### config.mk
export PLATFORM = sky130hd
export DESIGN_NAME = demux_sel_sequencer
export DESIGN_NICKNAME = d
export VERILOG_FILES = /design/src/rtl/demux_pkg.sv /design/src/rtl/demux_hold_timer.sv /design/src/rtl/demux_sel_sequencer.sv
export SDC_FILE = /design/constraint.sdc
export NUM_CORES = 1
export LEC_CHECK = 0
export ABC_AREA = 1
export BUFFER_PORTS_ARGS = -buffer_cell sky130_fd_sc_hd__clkbuf_2
export CORE_UTILIZATION = 45
export DETAILED_ROUTE_END_ITERATION = 12
export GPL_ROUTABILITY_DRIVEN = 0
export GPL_TIMING_DRIVEN = 0
export HOLD_SLACK_MARGIN = 0.03
export PLACE_DENSITY = 0.72
export SKIP_CTS_REPAIR_TIMING = 1
export SYNTH_ARGS = -nofsm -noshare
export SYNTH_HDL_FRONTEND = slang
export SYNTH_SLANG_ARGS = --single-unit
### constraint.sdc
create_clock -name clk -period 1.65 [get_ports clk]
set_clock_uncertainty 0.2 [all_clocks]
set_input_delay 0.33 -clock clk [delete_from_list [all_inputs] [get_ports clk]]
set_output_delay 0.33 -clock clk [all_outputs]
set_load 0.005 [all_outputs]
### src/rtl/demux_pkg.sv
// Shared defaults and state encoding for the demux select sequencer.
package demux_pkg;
    localparam int NCH_DEF  = 8;
    localparam int SELW_DEF = 3;

    typedef enum logic {
        IDLE  = 1'b0,
        DRIVE = 1'b1
    } state_t;
endpackage

### src/rtl/demux_hold_timer.sv
// Per-channel hold counter; expire is high on the last cycle a channel is held.
module demux_hold_timer #(
    parameter int HOLD = 1
) (
    input  logic clk,
    input  logic rst_n,
    input  logic clear,
    input  logic enable,
    output logic expire
);
    localparam int CW = ($clog2(HOLD + 1) < 1) ? 1 : $clog2(HOLD + 1);

    logic [CW-1:0] cnt_q, cnt_d;

    assign expire = (cnt_q == CW'(HOLD - 1));

    always_comb begin
        cnt_d = cnt_q;
        if (clear)
            cnt_d = '0;
        else if (enable && !expire)
            cnt_d = cnt_q + 1'b1;
    end

    always_ff @(posedge clk or negedge rst_n) begin
        if (!rst_n)
            cnt_q <= '0;
        else
            cnt_q <= cnt_d;
    end
endmodule

### src/rtl/demux_sel_sequencer.sv
// Serialises one NCH-bit word onto dout while stepping sel across the demux
// channels, holding each channel for HOLD cycles.
module demux_sel_sequencer
    import demux_pkg::*;
#(
    parameter int NCH  = NCH_DEF,
    parameter int SELW = SELW_DEF,
    parameter int HOLD = 1
) (
    input  logic            clk,
    input  logic            rst_n,
    input  logic            in_valid,
    output logic            in_ready,
    input  logic [NCH-1:0]  in_data,
    input  logic            abort,
    output logic            dout,
    output logic [SELW-1:0] sel,
    output logic            ch_valid,
    output logic            busy,
    output logic            frame_done
);
    state_t          state_q, state_d;
    logic [NCH-1:0]  shreg_q, shreg_d;
    logic [SELW-1:0] sel_q, sel_d, sel_nxt;
    logic            dout_q, dout_d;
    logic            chv_q, chv_d;
    logic            done_q, done_d;
    logic            tmr_en, tmr_clr, expire;

    // Timer only runs while a channel is live; any channel change restarts it.
    assign tmr_en  = (state_q == DRIVE) && !abort;
    assign tmr_clr = !tmr_en || expire;

    demux_hold_timer #(.HOLD(HOLD)) u_timer (
        .clk    (clk),
        .rst_n  (rst_n),
        .clear  (tmr_clr),
        .enable (tmr_en),
        .expire (expire)
    );

    assign sel_nxt = sel_q + 1'b1;

    always_comb begin
        state_d = state_q;
        shreg_d = shreg_q;
        sel_d   = sel_q;
        dout_d  = dout_q;
        chv_d   = chv_q;
        done_d  = 1'b0;
        unique case (state_q)
            IDLE: begin
                if (in_valid) begin
                    shreg_d = in_data;
                    sel_d   = '0;
                    dout_d  = in_data[0];
                    chv_d   = 1'b1;
                    state_d = DRIVE;
                end
            end
            DRIVE: begin
                if (abort || (expire && sel_q == SELW'(NCH - 1))) begin
                    // Abort wins over completion, so it never raises frame_done.
                    state_d = IDLE;
                    sel_d   = '0;
                    dout_d  = 1'b0;
                    chv_d   = 1'b0;
                    done_d  = !abort;
                end else if (expire) begin
                    sel_d  = sel_nxt;
                    dout_d = shreg_q[sel_nxt];
                end
            end
            default: state_d = IDLE;
        endcase
    end

    always_ff @(posedge clk or negedge rst_n) begin
        if (!rst_n) begin
            state_q <= IDLE;
            shreg_q <= '0;
            sel_q   <= '0;
            dout_q  <= 1'b0;
            chv_q   <= 1'b0;
            done_q  <= 1'b0;
        end else begin
            state_q <= state_d;
            shreg_q <= shreg_d;
            sel_q   <= sel_d;
            dout_q  <= dout_d;
            chv_q   <= chv_d;
            done_q  <= done_d;
        end
    end

    assign in_ready   = (state_q == IDLE);
    assign busy       = (state_q == DRIVE);
    assign sel        = sel_q;
    assign dout       = dout_q;
    assign ch_valid   = chv_q;
    assign frame_done = done_q;
endmodule

# Yosys cells after proc, flatten, opt, wreduce, memory -nomap -nowiden
# Index checks and enable logic that the tools add are counted.
# Widths: inputs -> output; s select.
[word_totals]
regBits = 16
input_bits = 12
elab_cells = 47
[op_classes]
n_addsub = 2
magnitude_cmp = 1
n_eq_ne = 4
n_mux = 20
bitwise = 2
reduce_logical = 11
[op_table]
columns = ["op", "n"]
rows = [
  ["$mux 1", 12],
  ["$mux 3", 3],
  ["$pmux 1 s2", 3],
  ["$pmux 3 s2", 1],
  ["$reduce_and 2->1", 3],
  ["$lt 3x4->1 const B", 1],
  ["$add 3x1->3 const B", 1],
  ["$bmux 1 s3", 1],
  ["$eq 3x3->1 const B", 1],
  ["$logic_and 1x1->1", 3],
  ["$ne 3x3->1 const B", 1],
  ["$logic_not 1->1", 2],
  ["$logic_or 1x1->1", 2],
  ["$ne 2x1->1 const B", 1],
  ["$ne 2x2->1 const B", 1],
  ["$not 1->1", 2],
  ["$reduce_bool 2->1", 1],
  ["$add 1x1->1 const B", 1],
]

# Longest topological paths before layout
# Gate-level depths: netlist of run 1.
[logic_depth]
depth_word = 6
mapped_depth = 9
ltp_nobuf = 9

# Modules after synthesis
# Synthesis of run 1 repeated with hierarchy kept, for this count alone.
[unflattened]
cells_unflattened = 75
hier_area_um2 = 737.0
[by_module_without_submodules]
columns = ["mod", "n_inst", "cells_per_inst", "area_each_um2", "seq_area_each_um2"]
rows = [
  ["demux_sel_sequencer", 1, 70, 694.4, 375.4],
  ["demux_hold_timer", 1, 5, 42.5, 25.0],
]

# Least setup slack after synthesis of run 1
# OpenSTA, ideal clock, no wires.
[synth_timing]
path_kind = "flip-flop to flip-flop"
start = "reg sel_q[0], in the netlist sel[0]"
end = "reg dout_q, in the netlist dout"
setup_ns = 0.113
t_arrival_ns = 1.254
slack_ns = 0.083
stages_incl_launch_ff = 9
n_path_buf = 0
synth_period_minus_slack_ns = 1.567
path_cell_list = "dfrtp_1 -> ha_1 -> ha_1 -> inv_1 -> nor2_1 -> nand2_1 -> nand3_1 -> nand2_1 -> inv_1"
[synth_between]
elab_chain_cells = 6
[synth_lines]
columns = ["item", "line_no", "source"]
rows = [
  ["start: declaration", "demux_sel_sequencer.sv:24", "logic [SELW-1:0] sel_q, sel_d, sel_nxt;"],
  ["start signal: assignment", "demux_sel_sequencer.sv:89", "sel_q <= sel_d;"],
  ["$add 3x1->3", "demux_sel_sequencer.sv:42", "assign sel_nxt = sel_q + 1'b1;"],
  ["$bmux 1 s3", "demux_sel_sequencer.sv:71", "dout_d = shreg_q[sel_nxt];"],
  ["$mux 1 (implied by the code)", "demux_sel_sequencer.sv:71", ""],
  ["$mux 1", "demux_sel_sequencer.sv:69", "end else if (expire) begin"],
  ["$mux 1", "demux_sel_sequencer.sv:62", "if (abort || (expire && sel_q == SELW'(NCH - 1))) begin"],
  ["$pmux 1 s2", "demux_sel_sequencer.sv:51", "unique case (state_q)"],
  ["end signal: assignment", "demux_sel_sequencer.sv:90", "dout_q <= dout_d;"],
  ["end: declaration", "demux_sel_sequencer.sv:25", "logic dout_q, dout_d;"],
]
# Several ways; a longest one is shown, not always the timed one. The select of a mux whose other input is x is not followed.
# A chain may end at the register's enable or synchronous reset.

# Worst setup path in the final report of run 1
# Same ends and word-level chain as after synthesis.

==> reports/results.md, run 1 <==
* complete, no violations — status
* 6 — 1st-iter DRT viols
* 14 — Cell Rows
* 0 — Final Max Slew Viols
* 0.28 ns — worst-skew pair later-pin latency
* reg -> reg — critical path class
* 19 — Synth cell types
* 1590 sq um — Core ar.
* 2470 um — global-route wire length before repair
* 17 — pin count of the biggest net entering global routing
* 3 — TritonCTS buffer count
* 0 — number of maximum-capacitance violations
* done — TritonCTS clock tree
* 1.55 ns — minimum period implied by the final worst setup slack
* 0 — count of final setup violators
* 63.3% — post-layout utilization of the core
* 0.1 ns — setup slack of the worst register-to-register path
* 1450 um — drt total wl
* 601 — number of global-route vias before repair
* 3 — critical-path maximum fanout
* 1 — maximum level of the CTS H-tree
* 50.7% — effective utilization at floorplan
* 49.5% — share of the synthesized area in the top cell type
* 1.59 ns — endpoint arrival time on the critical path
* 0 — number of antenna violations at the first check in global routing
* 1.00 mW — total chip power
* flop — CP startpoint kind
* 100% — share of synthesized registers carrying an async set or reset
* 38.3% — share of cells above drive strength 1
* 107 — Synth Net Count
* 644 MHz — Max Clk Rate
* 60 um — met3 WL post-DR
* 0.09 ns — Worst-path clk slew
* 19 — IO buf count
* 0 — number of enable-type register cells in the synthesized netlist
* 992 nW/um^2 — cell area power density
* 1970 sq um — die area
* 0 — DRC
* in -> reg — HP Class
* 0 — number of routed nets with antenna violations
* 49.5% — portion of the post-synthesis area used by sequential elements
* 17.5% — overall fraction of global-route tracks in use
* 0 — hold violation count in the final report
* 0 — overflow left after global routing
* 20 — # IOs
* nand2_1 (32), dfrtp_1 (16), inv_1 (9) — Synth top cells by count
* 0.586 mV — worst-case vdd ir drop
* 0.543 nW — LEAKAGE
* 4.74 — Vias/cell
* 1.68 ns — worst endpoint required time
* 44.4 um — x dimension of the die
* 94.1% — fin crit share
* 0 — Ys Warns
* 16 — clock sink total
* 10.0 um — wire per inst
* dfrtp_1 — cell taking the most area after synthesis
* flop — type of destination of the critical path
* 24.9% — P&R area growth vs syn
* met4 — top routing layer in use
* 1050 um — DP HPWL
* 1010 sq um — fin area
* clkbuf_4 — root buf cell
* dfrtp_1 — flip-flop cell with the highest count after synthesis
* dfrtp_1 (50%), nand2_1 (15%), nand3_1 (4.3%) — leading cell types by total area after synthesis
* 683 — via total after detailed routing
* 808 sq um — mapped cell area
* 0 — antenna cell count
* 2 — CTS max path bufs
* nand2_1 — leading cell type by number of instances after synthesis
* 44.4 um — Vert. Die Dim
* 4 — drt pass-1 iters
* 16 — Synth Register Bits
* 626 um — Met1 Routed Length
* 136 — nets
* 720 um — met2 routed wirelength
* false — RSZ-0062 raised after global routing
* 933 sq um — DP Area
* 8.69 sq um — synthesized area per cell
* 93 — cells after synthesis
-- layout by cell type, fill, tap and decap left out --
| cell | n |
|---|---|
| a21oi_1 | 1 |
| dfrtp_2 | 1 |
| dfrtp_1 | 15 |
| inv_2 | 5 |
| o21ai_2 | 1 |
| nand2_1 | 32 |
| buf_6 | 1 |
| conb_1 | 1 |
| o31ai_2 | 2 |
| dlygate4sd3_1 | 2 |
| ha_2 | 2 |
| clkbuf_2 | 19 |
| nor3_1 | 1 |
| nor2_2 | 2 |
| buf_4 | 3 |
| o21ai_1 | 4 |
| inv_1 | 9 |
| o21ai_0 | 2 |
| nand3_1 | 7 |
| a21oi_4 | 1 |
| inv_4 | 1 |
| clkbuf_4 | 3 |
| nand2_4 | 3 |
| nor2_4 | 2 |
-- cell type report --
class	count	area [sq um]
repair buffers	24	138
fillers	140	584
flip-flops and latches	16	402
multi-input cells	61	348
clock buffers	3	22.5
inverters	15	58.8
well taps	24	30.0
plain buffers	1	11.3
-- power breakdown --
group | switching [mW] | leakage, nW | internal [mW]
Clock | 0.118 | 0.0138 | 0.0849
Sequential | 0.0310 | 0.199 | 0.457
Combinational | 0.179 | 0.331 | 0.131
-- layer usage --
metal,global-route usage (%),vias to the layer above
li1,-,341
met1,20.8,314
met2,29.7,23
met3,2.45,5
met4,10.9,0
met5,0,-
-- stage by stage --
| step | hold WS, ns | worst slack [ns] | instances | setup TNS, ns |
|---|---|---|---|---|
| after CTS | -0.241 | -0.0254 | 139 | -0.0254 |
| after floorplan | -0.166 | 0.0832 | 93 | 0 |
| after global placement | 0.0663 | 0.00323 | 136 | 0 |
| final | 0.0306 | 0.0979 | 144 | 0 |
| after global routing | 0.0484 | 0.000979 | 144 | 0 |
| after detailed placement | 0.0702 | -0.00506 | 136 | -0.00506 |
-- worst max-delay path, stage by stage, from the launching register on --
cell and delay, ns:
dfrtp_2 0.43, ha_2 0.19, ha_2 0.33, inv_1 0.07, nor2_2 0.07, nand2_1 0.05, nand3_1 0.08, nand2_1 0.05
inv_1 0.04
-- registers in the layout, indices dropped and copies added, names as in the netlist --
name and cells:
busy 1, ch_valid 1, dout 1, frame_done 1
sel 3, shreg_q 8, u_timer.cnt_q 1
-- final timing paths --
| path | from | end | cells past startpoint |
|---|---|---|---|
| setup / recovery | sel[0] | dout | 8 |
| hold / removal | in_data[3] | shreg_q[3] | 3 |
| setup reg to reg | sel[0] | dout | 8 |
| hold reg to reg | shreg_q[3] | shreg_q[3] | 2 |
| max in group asynchronous | rst_n | sel[0] | 2 |
| min in group asynchronous | rst_n | ch_valid | 2 |
-- cell families after synthesis --
logic type	after synthesis	share of synthesized area, %
buffers and inverters	16	8.67
adder cells (fa/ha/maj)	2	3.10
other	1	0.464
AO/OA/AOI/OAI	11	10.5
flip-flops	16	49.5
AND/OR/NAND/NOR	47	27.7
Note: power is estimated with default switching activity, not from simulation.
==> run 2, diff against run 1 <==
--- a/config.mk
+++ b/config.mk
@@ -7,6 +7,7 @@
 export LEC_CHECK = 0
 export ABC_AREA = 1
 export BUFFER_PORTS_ARGS = -buffer_cell sky130_fd_sc_hd__clkbuf_2
+export CORE_MARGIN = 2
 export CORE_UTILIZATION = 45
 export DETAILED_ROUTE_END_ITERATION = 12
 export GPL_ROUTABILITY_DRIVEN = 0
==> run 2 against run 1 <==
Compared with the run above:
- count of clock-buffer cells in the layout up 1
- clock power up 29%
- critical path type unchanged
- wire length up 8.2%
- critical path depth up 1
- design area up 3.0%
- die area up 9.2%
- non-clock buffer count up 1
- setup slack worse by 0.020 ns
==> reports/results.md, run 2 (same netlist as run 1, synthesis figures left out) <==
* 0 — number of routed nets with antenna violations
* 0 — antenna cell count
* 0.29 ns — worst-skew pair later-pin latency
* 3 — number of stages on the worst hold path
* 3 — TritonCTS buffer count
* 1.61 ns — endpoint arrival time on the critical path
* done — TritonCTS clock tree
* 600 — number of global-route vias before repair
* dout — Setup crit end
* 1 — Buf+Inv Stages, Crit Path
* 5 — critical-path maximum fanout
* 1 — maximum level of the CTS H-tree
* 2 — CTS max path bufs
* 137 — nets
* shreg_q — largest register by flop count
* 1090 um — DP HPWL
* 0.08 ns — setup slack of the worst register-to-register path
* 169 — final-layout fill cell count
* 2420 um — global-route wire length before repair
* 1710 sq um — Core ar.
* 2150 sq um — die area
* 4 — drt pass-1 iters
* 1.57 ns — minimum period implied by the final worst setup slack
* nand2_1 — most frequent standard cell in the layout excluding fill and tap cells
* 8 — number of flip-flops under the largest register name
* 0 — count of final setup violators
* 46.4 um — x dimension of the die
* dfrtp_2 — Slowest-stage cell, CP
* 47.3% — effective utilization at floorplan
* 19 — IO buf count
* 4.56 — Vias/cell
* 339 uW — Switch Pwr
* in -> reg — HP Class
* 0 — number of antenna violations at the first check in global routing
* 16.9% — overall fraction of global-route tracks in use
* 729 uW — P_int
* 1.69 ns — worst endpoint required time
* sel[0] — CP Launch Point
* 0.521 mV — worst-case vdd ir drop
* 0 ns — Final TNS setup
* 29.4% — fraction of power consumed by combinational cells
* 0 — DRC
* 670 — via total after detailed routing
* 38.5% — share of cells above drive strength 1
* 935 sq um — DP Area
* 0 — hold violation count in the final report
* 0 — overflow left after global routing
* nand2_1 (32), clkbuf_2 (19), dfrtp_1 (15) — highest-count cells in the layout ignoring fill and taps
* flop — type of destination of the critical path
* 636 MHz — Max Clk Rate
* 1040 sq um — fin area
* clkbuf_4 — root buf cell
* 9 — depth of the worst register-to-register path
* 95.3% — fin crit share
* simple AND/OR/NAND/NOR gates — critical path's top delay family
* 0.09 ns — Worst-path clk slew
* ha_2, ha_4, nand2_4, nand2_4, nor2_1, nand2_1, nand3_1, nand2_1, inv_1 — Cell Chain, Critical Path
* 1.07 mW — total chip power
* 28.6% — P&R area growth vs syn
* 24.6% — Clock Power Share
* 20 — # IOs
* 46.4 um — Vert. Die Dim
* 15 — Cell Rows
* complete, no violations — status
* 10 — 1st-iter DRT viols
* 0 — number of maximum-capacitance violations
* 16 — clock sink total
* 31.7% — proportion of total power due to net switching
* dout — Reg-to-Reg End
* reg -> reg — critical path class
* 9 — WP depth
* 0.44 ns — largest incremental delay on the critical path
* sel[0] — reg2reg start
* 0 — Final Max Slew Viols
* 10.7 um — wire per inst
* 46.1% — Flop pwr share
* 1570 um — drt total wl
* -0.00772 ns — worst setup slack before clock tree synthesis
* 1030 nW/um^2 — cell area power density
* flop — CP startpoint kind
* 0.556 nW — LEAKAGE
* 17 — pin count of the biggest net entering global routing
* 0.0780 ns — PnR worst setup slack
==> run 2: worst reg2reg max path: cells and delay by family, from the launching register on <==
family / cells / cell delay [ns]
DFF: 1 / 0.44
adders and majority gates: 2 / 0.38
buffers and inverters: 1 / 0.04
and+or+nand+nor: 6 / 0.45
==> run 2: through the flow <==
| stage | hold WS (ns) | instances | utilization [%] |
|---|---|---|---|
| finish | 0.0301 | 147 | 60.9 |
| global route | 0.0425 | 147 | 60.9 |
| CTS | -0.250 | 141 | 56.8 |
| detailed placement | 0.0748 | 137 | 54.7 |
| global placement | 0.0673 | 137 | 54.7 |
| floorplan | -0.166 | 93 | - |
==> run 2: how the worst min path moves through the flow <==
stage / start / end / slack (ns)
final: in_data[1] / shreg_q[1] / 0.03
after global routing: in_data[6] / shreg_q[6] / 0.04
after CTS: rst_n / ch_valid / -0.25
after detailed placement: rst_n / ch_valid / 0.07
after global placement: rst_n / ch_valid / 0.07
after floorplan: rst_n / busy / -0.17
==> run 2: cell type report <==
| type | instances | area (sq um) | share of cell area [%] |
|---|---|---|---|
| flip-flops and latches | 16 | 402 | 38.6 |
| multi-input cells | 61 | 355 | 34.2 |
| repair buffers | 25 | 145 | 14.0 |
| inverters | 15 | 58.8 | 5.66 |
| clock buffers | 4 | 36.3 | 3.49 |
| well taps | 25 | 31.3 | 3.01 |
| plain buffers | 1 | 11.3 | 1.08 |
==> run 2: routing by layer <==
layer / part of all wire (%) / up-vias / track usage, %
met5: 0 / - / 0
met4: 1.1 / 0 / 12.0
met3: 4.9 / 2 / 4.71
met2: 51 / 21 / 27.5
met1: 43 / 303 / 18.8
li1: - / 344 / -
==> run 2: power by group through the flow <==
stage                     Sequential, mW  Clock [mW]  Combinational [mW]
after floorplan                    0.499           0               0.188
after global placement             0.501           0               0.269
after detailed placement           0.504           0               0.275
after CTS                          0.496       0.268               0.277
after global routing               0.501       0.290               0.362
final                              0.492       0.262               0.314
